## src/rtl/sub_matrix_seq.sv

```systemverilog
// Sequential row-wise matrix subtractor C = A - B over five signed 8-bit lanes.
// Define SUB_SAT_EN to saturate overflowing lanes instead of wrapping.
module sub_matrix_seq #(
    parameter  int ROWS = 5,
    localparam int AW   = (ROWS > 1) ? $clog2(ROWS) : 1
) (
    input  logic            clk,
    input  logic            rst,
    input  logic            start,
    output logic            busy,
    output logic            done,
    output logic            rd_en,
    output logic [AW-1:0]   rd_addr,
    input  logic [39:0]     rd_data_a,
    input  logic [39:0]     rd_data_b,
    output logic            wr_en,
    output logic [AW-1:0]   wr_addr,
    output logic [39:0]     wr_data,
    output logic            ovf,
    output logic [ROWS-1:0] ovf_rows
);

    typedef enum logic [2:0] {
        IDLE,
        READ,
        CALC,
        WRITE,
        DONE
    } state_t;

    state_t          state;
    logic [AW-1:0]   row;
    logic [39:0]     result;
    logic [4:0][8:0] d;
    logic [4:0]      lane_ovf;
    logic [39:0]     diff;

    always_comb begin
        d        = '0;
        lane_ovf = '0;
        diff     = '0;
        for (int i = 0; i < 5; i++) begin
            d[i] = {rd_data_a[8*i+7], rd_data_a[8*i +: 8]}
                 - {rd_data_b[8*i+7], rd_data_b[8*i +: 8]};
            lane_ovf[i] = d[i][8] ^ d[i][7];
`ifdef SUB_SAT_EN
            diff[8*i +: 8] = lane_ovf[i]
                           ? (d[i][8] ? 8'h80 : 8'h7F)
                           : d[i][7:0];
`else
            diff[8*i +: 8] = d[i][7:0];
`endif
        end
    end

    always_ff @(posedge clk or posedge rst) begin
        if (rst) begin
            state    <= IDLE;
            row      <= '0;
            result   <= '0;
            ovf      <= 1'b0;
            ovf_rows <= '0;
        end else begin
            unique case (state)
                IDLE: begin
                    if (start) begin
                        ovf      <= 1'b0;
                        ovf_rows <= '0;
                        row      <= '0;
                        state    <= READ;
                    end
                end
                READ: state <= CALC;
                CALC: begin
                    result <= diff;
                    if (|lane_ovf) begin
                        ovf_rows[row] <= 1'b1;
                        ovf           <= 1'b1;
                    end
                    state <= WRITE;
                end
                WRITE: begin
                    if (row == AW'(ROWS - 1)) begin
                        state <= DONE;
                    end else begin
                        row   <= row + AW'(1);
                        state <= READ;
                    end
                end
                DONE: state <= IDLE;
                default: state <= IDLE;
            endcase
        end
    end

    // Strobes decode straight from the state register; address/data are
    // gated so they read as zero whenever their strobe is low.
    assign busy    = (state == READ) || (state == CALC) || (state == WRITE);
    assign done    = (state == DONE);
    assign rd_en   = (state == READ);
    assign wr_en   = (state == WRITE);
    assign rd_addr = rd_en ? row : '0;
    assign wr_addr = wr_en ? row : '0;
    assign wr_data = wr_en ? result : '0;

endmodule

```

## config.mk

```make
export PLATFORM = sky130hd
export DESIGN_NAME = sub_matrix_seq
export DESIGN_NICKNAME = d
export VERILOG_FILES = /design/src/rtl/sub_matrix_seq.sv
export SDC_FILE = /design/constraint.sdc
export NUM_CORES = 1
export LEC_CHECK = 0
export CORE_AREA = 3 3 108 89
export CTS_CLUSTER_SIZE = 8
export DETAILED_ROUTE_END_ITERATION = 8
export DIE_AREA = 0 0 111 92
export PLACE_DENSITY_LB_ADDON = 0.2
export SYNTH_ARGS = -nofsm -noshare
export SYNTH_HDL_FRONTEND = slang
export SYNTH_SLANG_ARGS = --single-unit
```

## constraint.sdc

```tcl
create_clock -name clk -period 4.8 [get_ports clk]
set_input_delay 0.48 -clock clk [delete_from_list [all_inputs] [get_ports clk]]
set_output_delay 0.48 -clock clk [all_outputs]
set_load 0.01 [all_outputs]
```

**Word level (Yosys, flattened, before mapping)**

Cells that the tools add are included.

- Bits in registers: 52
- Bits of input ports: 83

- $add $sub $neg: 6
- $lt $le $gt $ge: 2
- Equality and inequality tests: 8
- Mux-type cells: 17
- Bitwise logic cells: 6
- Reduce and logical (&&, ||, !) cells: 9

Operators with widths:

| kind | number |
|---|---|
| 8-bit by 8-bit subtractor with 9-bit output | 5 |
| 40-bit two-way mux | 1 |
| 3-bit two-way mux | 6 |
| 3-bit case mux with 4 select lines | 1 |
| 5-bit two-way mux | 2 |
| 5-bit case mux with 2 select lines | 1 |
| 3-bit by 2-bit == test with 1-bit output (second input constant) | 2 |
| 3-bit == test (second input constant) | 2 |
| 2-bit inequality test (second input constant) | 3 |
| 3-bit case mux with 2 select lines | 1 |
| 3-bit AND reduction | 2 |
| 5-bit bitwise OR | 1 |
| 5-bit OR reduction | 1 |
| 1-bit bitwise XOR | 5 |
| 3-bit by 4-bit less-than comparator with 1-bit output (second input constant) | 1 |
| 2-bit nonzero test | 2 |
| 3-bit by 1-bit adder with 3-bit output (second input constant) | 1 |
| 1-bit demux with 3-bit select | 1 |
| 3-bit by 1-bit == test with 1-bit output (second input constant) | 1 |
| 3-bit by 1-bit >= comparator with 1-bit output (second input constant) | 1 |
| 3-bit logical NOT | 1 |
| 1-bit two-way mux | 3 |
| 1-bit logical OR | 2 |
| 1-bit case mux with 2 select lines | 1 |
| 1-bit logical AND | 1 |

**Logic depth before layout (Yosys ltp)**

- Depth after elaboration: 7
- Gate-level depth with buffers: 10
- Depth with buffers taken out: 10

**Worst setup path before layout**

OpenSTA, ideal clock, no wires.

- Path type: in2reg
- From: in rd_data_b[10]
- To: reg ovf
- Data arrival time: 2558 ps
- Slack: 2162 ps
- Stages: 9
- Buffers on the path: 0
- Cells stage by stage: inv_1 -> ha_1 -> nor2b_1 -> o31a_1 -> o32a_1 -> nand3_1 -> or3b_1 -> or4_1 -> o211ai_2

- Cells in the longest elaborated chain, start to end: 5

Ends and longest elaborated chain:

| item | line | source |
|---|---|---|
| from (decl) | 15 | `input logic [39:0] rd_data_b,` |
| 8-bit by 8-bit subtractor with 9-bit output | 44 | `- {rd_data_b[8*i+7], rd_data_b[8*i +: 8]};` |
| 1-bit bitwise XOR | 45 | `lane_ovf[i] = d[i][8] ^ d[i][7];` |
| 5-bit OR reduction | 76 | `if (\|lane_ovf) begin` |
| 2-bit inequality test (no line) | - |  |
| 3-bit AND reduction (no line) | - |  |
| to (signal assigned) | 61 | `ovf <= 1'b0;` |
| to (signal assigned) | 67 | `ovf <= 1'b0;` |
| to (signal assigned) | 78 | `ovf <= 1'b1;` |
| to (decl) | 19 | `output logic ovf,` |

Every way passes these cells.
A chain may end at the register's enable or synchronous reset.

**Worst setup path in the final report**

- From: in rd_data_a[32]
- To: reg ovf_rows[2]

- Cells in the longest elaborated chain, start to end: 5

Ends and longest elaborated chain:

| item | line | source |
|---|---|---|
| from (decl) | 14 | `input logic [39:0] rd_data_a,` |
| 8-bit by 8-bit subtractor with 9-bit output | 44 |  |
| 1-bit bitwise XOR | 45 |  |
| 5-bit OR reduction | 76 |  |
| 2-bit inequality test (no line) | - |  |
| 3-bit AND reduction (no line) | - |  |
| to (signal assigned) | 62 | `ovf_rows <= '0;` |
| to (signal assigned) | 68 | `ovf_rows <= '0;` |
| to (signal, indexed assignment) | 77 | `ovf_rows[row] <= 1'b1;` |
| to (decl) | 20 | `output logic [ROWS-1:0] ovf_rows` |

Every way passes these cells.

==> run metrics <==
status=finished, final reports clean; largest net degree at the start of global routing=88; met1 WL=5.03 mm; largest area contributor in the netlist=dfrtp_1; initial antenna violation count=0; number of global-route vias before repair=3,913; WL final=11.0 mm; most frequent cells in the layout=clkdlybuf4s50_1, inv_1, nand2_1, dfrtp_1, o21ai_0; number of synthesized flops with an enable pin=0; Fmax achieved=324 MHz; clock-pin slew on the worst setup and hold paths=0.11 ns; sw frac=0.401; clock latency on the worst-skew pair=0.31 ns; highest metal used=met4; chip height=92 um; Critical R2R Launch=state[0]; htree depth=2; R2R cell count=8; cts bufs inserted=5; clk root buf=clkbuf_8; Total GRT Usage=0.215; final hold violations=0; Async SR Flop Fraction=1.00; worst path bufs/invs=2; post-DP HPWL=8.74 mm; share of layout cells above drive strength 1=0.0247; DR WL met3=481 um; Clock Power Share=0.111; critical path, cell by cell=clkdlybuf4s50_1 > inv_1 > ha_1 > fa_1 > nor2b_1 > o21a_1 > o21ai_0 > a311oi_1 > o21ai_1 > nor4_4 > o31ai_1; r2r endpoint=ovf_rows[2]; Placer Congestion=0.871; CP arrival=3.26 ns; fin crit share=0.643; combinational share of power=0.557; delay-heaviest family, CP=compound AO/OA/AOI/OAI gates; Synth Net Count=649; post-placement cell count=753; Avg Inst Size Synth=8.37 sq um; Iteration-0 DRC Markers=172; CP required=4.97 ns; share of the synthesized area in the top cell type=0.300; RSZ-0062 raised after global routing=false; PwrDens=406 nW/um^2; # hold bufs at CTS=0; Die Width=111 um; path type of the worst min-delay path=flop to flop; Post-CTS Setup Repair Bufs=0; crit end category=flop; CP Launch Type=input port; Pleak=2.66 nW; Nets=778; initial core utilization=0.510; drc violations=0; wire per inst=14.5 um; most common cell after layout, fill and taps aside=clkdlybuf4s50_1; TritonCTS clock tree=yes; CTS sink cnt=52; Worst IR Drop VDD=0.402 mV; CP max-delay cell=nor4_4; post-CTS resize count=0; Site Rows=30; met2 WL=5.45 mm; global route overflow=0; Syn Inst Count=519; worst-path fanout max=6; Relative slew margins=0.254; Worst-Margin Slew=1.12 ns; hold depth=2; Yosys cell types=56; YS warnings=0; WHS Endpoint=result[3]; Filler Cell Count=723; Max Slew Vio Count=0; Synth Cell Area=4340 sq um; minimum clock period=3.09 ns; first-pass GRT wire length=18.4 mm; worst hold path startpoint=result[3]; Non-Filler Instances=761; io pins=139; part of the Yosys area used for sequential elements=0.300; Worst R2R Setup Slack=1.91 ns; Setup TNS Final=0 ns; Max Root-Sink Buffers=2; ANT nets after route=0; Area Growth Syn to Fin=35.6%; largest cells by area after synthesis=dfrtp_1, ha_1, and2_1, o21ai_0, inv_1; port bufs=138; drt first pass iters=4; diode count=0; Seq pwr share=0.332; Die ar.=10,200 sq um; clock skew=0.0120 ns; Psw=0.957 mW; routed vias=4,032; total of max-cap violations=0; Int Power=1.43 mW; FF+latch count, synth=52; Core Region=8520 sq um; Most used DFF post-synth=dfrtp_1; crit-path max cell delay=0.49 ns; Setup Crit Path Kind=input port to flop; Setup violations, final=0; via/cell ratio=5.30
[final cells by class]
cell class                      count  area, sq um  share of cell area
Tap cell                          112          140              0.0238
Multi-Input combinational cell    396         2760               0.469
Clock inverter                      3         21.3             0.00361
Timing Repair Buffer              140         1400               0.237
Inverter                           53          199              0.0338
Sequential cell                    52         1300               0.221
Clock buffer                        5         68.8              0.0117
[state kept, by name (all words and copies together) (netlist names)]
signal / cells
row: 3
ovf_rows: 5
state: 3
ovf: 1
result: 40
[how the worst max path moves through the flow]
stage / startpoint / end / slack [ns] / cells after the start
global placement: rd_data_a[32] / ovf_rows[2] / 1.48 / 11
finish: rd_data_a[32] / ovf_rows[2] / 1.71 / 11
detailed placement: rd_data_a[32] / ovf_rows[2] / 1.37 / 11
CTS: rd_data_a[32] / ovf_rows[2] / 1.70 / 11
floorplan: rd_data_b[10] / ovf / 2.16 / 9
global route: rd_data_a[32] / ovf_rows[2] / 1.56 / 11
[per-layer routing]
| metal | vias up | track usage |
|---|---|---|
| met3 | 4 | 0.0244 |
| met5 | - | 0 |
| met1 | 1869 | 0.293 |
| met2 | 110 | 0.376 |
| li1 | 2049 | - |
| met4 | 0 | 0.0359 |
[cells by family (layout without fill, tap and decap cells)]
family                     count (synthesis)  count (layout)  synth area share
AOI/OAI and AO/OA                        129             129             0.194
adders and majority gates                 47              47             0.144
buffers and inverters                     71             201            0.0642
xor gates and xnor gates                  23              23            0.0464
and+or+nand+nor                          197             197             0.252
DFF                                       52              52             0.300
[cell usage after synthesis (4+ instances only)]
cell type / count
a21oi_1: 12
and2_1: 49
o31ai_1: 8
a21o_1: 7
ha_1: 42
nand3_1: 7
or3_1: 5
a211oi_1: 5
nand2b_1: 12
o21ai_0: 50
xor2_1: 11
o21a_1: 11
nand3b_1: 4
dfrtp_1: 52
o21ai_1: 5
nor2b_1: 12
or4_1: 5
fa_1: 5
inv_1: 53
o31a_1: 5
nand2_1: 52
nor3b_1: 7
nor2_1: 20
nor3_1: 7
xnor2_1: 12
clkbuf_1: 15
[power by group through the flow]
| stage | sequential, mW | combinational, mW | clock, mW |
|---|---|---|---|
| final | 0.794 | 1.33 | 0.264 |
| after global routing | 0.823 | 1.48 | 0.290 |
| after CTS | 0.794 | 1.35 | 0.271 |
| after detailed placement | 0.804 | 1.34 | 0 |
| after global placement | 0.789 | 1.30 | 0 |
| after floorplan | 0.744 | 0.802 | 0 |
[metrics by stage]
step	instance area, sq um	power (mW)	util	worst slack [ns]	hold WS (ns)
floorplan	4340	1.55	-	2.16	0.440
global placement	5800	2.09	0.681	1.48	0.452
detailed placement	5800	2.14	0.681	1.37	0.460
CTS	5890	2.41	0.691	1.70	0.483
global route	5890	2.59	0.691	1.56	0.508
finish	5890	2.39	0.691	1.71	0.479
[tightest hold or removal path, stage by stage (launching register included)]
cell and delay (ns):
dfrtp_1 0.35, nand2_1 0.05, o31ai_1 0.05
Note: power is estimated with default switching activity, not from simulation.
